[config.mk]
export PLATFORM = sky130hd
export DESIGN_NAME = serial_chunk_adder
export DESIGN_NICKNAME = d
export VERILOG_FILES = /design/src/rtl/serial_chunk_adder.sv
export SDC_FILE = /design/constraint.sdc
export NUM_CORES = 1
export LEC_CHECK = 0
export CAP_MARGIN = 15
export CORE_ASPECT_RATIO = 0.7
export CORE_MARGIN = 1.5
export CORE_UTILIZATION = 45
export CTS_BUF_LIST = sky130_fd_sc_hd__clkbuf_8
export DETAILED_ROUTE_END_ITERATION = 7
export HOLD_SLACK_MARGIN = 0.12
export PLACE_DENSITY = 0.82
export SETUP_SLACK_MARGIN = 0.5
export SYNTH_ARGS = -nofsm -noshare
export SYNTH_HDL_FRONTEND = slang
export SYNTH_SLANG_ARGS = --single-unit
[constraint.sdc]
create_clock -name clk -period 3.5 [get_ports clk]
set_input_delay 0.7 -clock clk [delete_from_list [all_inputs] [get_ports clk]]
set_output_delay 0.7 -clock clk [all_outputs]
set_load 0.01 [all_outputs]
[src/rtl/serial_chunk_adder.sv]
// Serial add/subtract, CHUNK bits per cycle LSB first; out_valid NCHUNK cycles after accept.
// Result held in DONE until out_ready; in_ready low whenever an operation is in flight.
module serial_chunk_adder #(
    parameter int WIDTH = 16,
    parameter int CHUNK = 4
) (
    input  logic             clk,
    input  logic             rst_n,
    input  logic             in_valid,
    output logic             in_ready,
    input  logic [WIDTH-1:0] a,
    input  logic [WIDTH-1:0] b,
    input  logic             carry_in,
    input  logic             sub,
    output logic             out_valid,
    input  logic             out_ready,
    output logic [WIDTH-1:0] sum,
    output logic             carry_out,
    output logic             overflow
);

    localparam int NCHUNK = WIDTH / CHUNK;
    localparam int KW     = (NCHUNK > 1) ? $clog2(NCHUNK) : 1;

    localparam logic [1:0] S_IDLE = 2'd0;
    localparam logic [1:0] S_RUN  = 2'd1;
    localparam logic [1:0] S_DONE = 2'd2;

    logic [1:0]       state_q, state_d;
    logic [KW-1:0]    k_q, k_d;
    logic [WIDTH-1:0] a_q, a_d;
    logic [WIDTH-1:0] b_q, b_d;
    logic             carry_q, carry_d;
    logic [WIDTH-1:0] sum_q, sum_d;
    logic             cout_q, cout_d;
    logic             ovf_q, ovf_d;

    logic [31:0]      base;
    logic [CHUNK-1:0] chunk_a;
    logic [CHUNK-1:0] chunk_b;
    logic [CHUNK:0]   chunk_sum;
    logic             msb_cin;
    logic             last_chunk;

    always_comb begin
        base       = 32'(k_q) * 32'(CHUNK);
        chunk_a    = a_q[base +: CHUNK];
        chunk_b    = b_q[base +: CHUNK];
        chunk_sum  = {1'b0, chunk_a} + {1'b0, chunk_b} + {{CHUNK{1'b0}}, carry_q};
        // Carry into the top bit of the chunk recovered from the sum bit itself.
        msb_cin    = chunk_a[CHUNK-1] ^ chunk_b[CHUNK-1] ^ chunk_sum[CHUNK-1];
        last_chunk = (k_q == KW'(NCHUNK - 1));
    end

    always_comb begin
        state_d = state_q;
        k_d     = k_q;
        a_d     = a_q;
        b_d     = b_q;
        carry_d = carry_q;
        sum_d   = sum_q;
        cout_d  = cout_q;
        ovf_d   = ovf_q;
        case (state_q)
            S_IDLE: begin
                if (in_valid) begin
                    a_d     = a;
                    b_d     = sub ? ~b : b;
                    carry_d = sub ? 1'b1 : carry_in;
                    k_d     = '0;
                    state_d = S_RUN;
                end
            end
            S_RUN: begin
                sum_d[base +: CHUNK] = chunk_sum[CHUNK-1:0];
                carry_d              = chunk_sum[CHUNK];
                if (last_chunk) begin
                    cout_d  = chunk_sum[CHUNK];
                    ovf_d   = msb_cin ^ chunk_sum[CHUNK];
                    k_d     = '0;
                    state_d = S_DONE;
                end else begin
                    k_d = k_q + KW'(1);
                end
            end
            S_DONE: begin
                if (out_ready) begin
                    state_d = S_IDLE;
                end
            end
            default: state_d = S_IDLE;
        endcase
    end

    always_ff @(posedge clk) begin
        if (!rst_n) begin
            state_q <= S_IDLE;
            k_q     <= '0;
            a_q     <= '0;
            b_q     <= '0;
            carry_q <= 1'b0;
            sum_q   <= '0;
            cout_q  <= 1'b0;
            ovf_q   <= 1'b0;
        end else begin
            state_q <= state_d;
            k_q     <= k_d;
            a_q     <= a_d;
            b_q     <= b_d;
            carry_q <= carry_d;
            sum_q   <= sum_d;
            cout_q  <= cout_d;
            ovf_q   <= ovf_d;
        end
    end

    assign in_ready  = (state_q == S_IDLE) && rst_n;
    assign out_valid = (state_q == S_DONE);
    assign sum       = sum_q;
    assign carry_out = cout_q;
    assign overflow  = ovf_q;

endmodule

==> run metrics <==
Worst-path clk slew 0.09 ns; Final nets 376; Routed WL 5577 um; Die H 67.95 um; power per cell area 386.0 nW/um^2; Worst Hold End a_q[3]; total negative slack 0 ns; top cells by area, synth dfxtp_1 41%, nand2_1 8.7%, mux4_2 6.6%; die width 95.78 um; Hold Startpoint a_q[3]; cells after synthesis 277; Primary FF master, synth dfxtp_1; hold-critical path depth 2; flop-to-flop setup slack 0.71 ns; Hold Buf Count CTS 0; Post-synth top cells 63 x nand2_1, 55 x dfxtp_1, 17 x a21boi_0, 17 x o211a_1, 16 x xnor2_1; sequential area share after synthesis 40.61%; Post-DP HPWL 4118 um; ys async rst share 0%; CP Class reg -> reg; synth warn 0; post-synth top area share 40.61%; Vias/cell 5.273; PortBufs 57; top-count cell post-synth nand2_1; DR DRC count 0; class of the worst hold path reg -> reg; P&R area growth vs syn 25.75%; Mapped Area 2711 um^2; minimum clock period 2.789 ns; Initial Utilization 47.11%; r2r startpoint k_q[0]; routed wire length per instance 13.84 um; Slowest cell on crit path mux4_2; root buffer cell clkbuf_8; Clock Sinks 55; Post-synth EDFFs 0; worst rel slew slack 44.13%; Pre-antenna DRT Iters 4; Data required, critical path 3.71 ns; syn nets 326; DR vias 2125; most used cell, CP fa_1; design internal power 967.1 uW; outcome finished, final reports clean; Slew Viols, Final 0; initial antenna violation count 0; WP data arrival 3.00 ns; clock share of power 28.6%; placed cell count 395; Logic pwr share 19.5%; row cnt 23; clk_skew 0.005495 ns; Max Cap Viol 0; Num CTS Buffers 5; H-Tree Depth 2; grt total ovfl 0; Critical Path End Type register; gr usage total 18.43%; post-synth top area cell dfxtp_1; design area 3410 um^2; Longest Clk Path Bufs 2; Detailed Route Iter0 Violations 101; largest net degree at the start of global routing 59; Final Wtd Congestion 0.7935; critical-path maximum fanout 10; clock tree from TritonCTS done; first-pass GRT wire length 9045 um; final non-filler cell total 403; Fin. Hold Viols 0; final worst path period share 79.68%; clk_lat worst skew 0.31 ns; Psw 349.1 uW; Leak 0.001371 uW; Core Util, Final 59.24%; cells on worst reg2reg path 7; worst-margin pin slew 0.8355 ns; Avg Cell Area, Syn 9.788 um^2; fmax 0.3586 GHz; Fin Hold WS 0.4696 ns; final setup violation count 0; CP Cell Sequence mux4_2, fa_1, fa_1, a21o_1, a21oi_1, o21ai_0, o21a_1; total core area 5756 um^2; Seq cells post-synth 55; sequential share of power 51.9%; num ports 58; Netlist cell types 31; Ant. Diodes 0; CP max stage delay 0.54 ns; r2r endpoint carry_q; die area 6507 um^2; antenna viol nets, final 0; startpoint class of the critical path register; RSZ-0062 raised after global routing no; ratio of cells with drive above 1 in the final layout 7.622%; switch share 26.52%; peak supply drop 0.1702 mV; vias in the first global route 1920; placed standard-cell area 3306 um^2
## worst max-delay path, delay by kind of cell (launching register included)
family                     cells  cell delay, ns
DFF                            1            0.46
adders and majority gates      2            0.88
muxes                          1            0.54
AOI/OAI and AO/OA              4            0.81
## flip-flops by register name, summed over array words and instances, names as in the netlist
register	flops
state_q	2
carry_q	1
k_q	2
overflow	1
b_q	16
carry_out	1
a_q	16
sum	16
## metrics by stage
stage | power (uW) | setup WS [ns]
floorplan | 863.5 | 0.6896
global placement | 948.8 | 0.5839
detailed placement | 953.6 | 0.4540
CTS | 1323 | 0.6190
global route | 1378 | 0.5338
finish | 1316 | 0.7112
## cells by family (layout without fill, tap and decap cells)
group | count (synthesis) | after routing | share of synthesized area [%]
AO/OA/AOI/OAI | 66 | 66 | 18.92
XOR/XNOR | 18 | 18 | 5.814
adder cells (fa/ha/maj) | 11 | 11 | 5.630
buffers and inverters | 21 | 72 | 4.107
flip-flops | 55 | 55 | 40.61
multiplexers | 8 | 8 | 6.645
AND/OR/NAND/NOR | 98 | 98 | 18.27
## power by group through the flow
stage / sequential (uW) / combinational (uW) / clock (uW)
CTS: 683 / 258 / 382
detailed placement: 698 / 256 / 0
floorplan: 690 / 174 / 0
global route: 688 / 281 / 410
global placement: 698 / 251 / 0
finish: 683 / 257 / 377
## area by class of cell
type / count / area, um^2
clock buffer: 7 / 96.34
clock inverter: 1 / 3.754
fill: 485 / 2346
inverter: 3 / 11.26
multi-input combinational: 201 / 1499
sequential: 55 / 1105
tap: 75 / 93.84
timing repair buffer: 61 / 600.6
## cells in the final DEF (no fill, tap or decap), drive strengths merged
cell type / netlist / layout
fa: 2 / 2
a21oi: 3 / 3
and2: 3 / 3
mux4: 8 / 8
o21a: 4 / 4
nor2b: 13 / 13
a22oi: 12 / 12
xnor2: 16 / 16
nand2b: 3 / 3
nand2: 63 / 63
a21o: 1 / 1
clkdlybuf4s50: 0 / 57
o21bai: 1 / 1
a21boi: 18 / 18
nand3: 4 / 4
nor2: 5 / 5
o21ai: 7 / 7
inv: 3 / 4
ha: 9 / 9
a211oi: 1 / 1
clkbuf: 6 / 7
dfxtp: 55 / 55
o211a: 17 / 17
nor4: 4 / 4
o211ai: 2 / 2
buf: 12 / 4
xor2: 2 / 2
nor3: 3 / 3
## repair_timing
action	CTS	global route
pin swaps	0	0
setup buffers	0	0
endpoints found under the setup margin	2	2
gates resized for setup	1	1
## worst max-delay path by stage
stage                     cells after the start   start  endpoint
after floorplan                               8  k_q[0]   carry_q
after global placement                        7  k_q[0]   carry_q
after detailed placement                      7  k_q[0]   carry_q
after CTS                                     7  k_q[0]   carry_q
after global routing                          7  k_q[0]   carry_q
final                                         7  k_q[0]   carry_q
## routing by layer
layer / GRT usage, % / wire length [um]
met5: 0 / 0
met2: 27.99 / 2472
met4: 7.537 / 60
met1: 24.53 / 2671
met3: 5.556 / 372
Note: power is estimated with default switching activity, not from simulation.
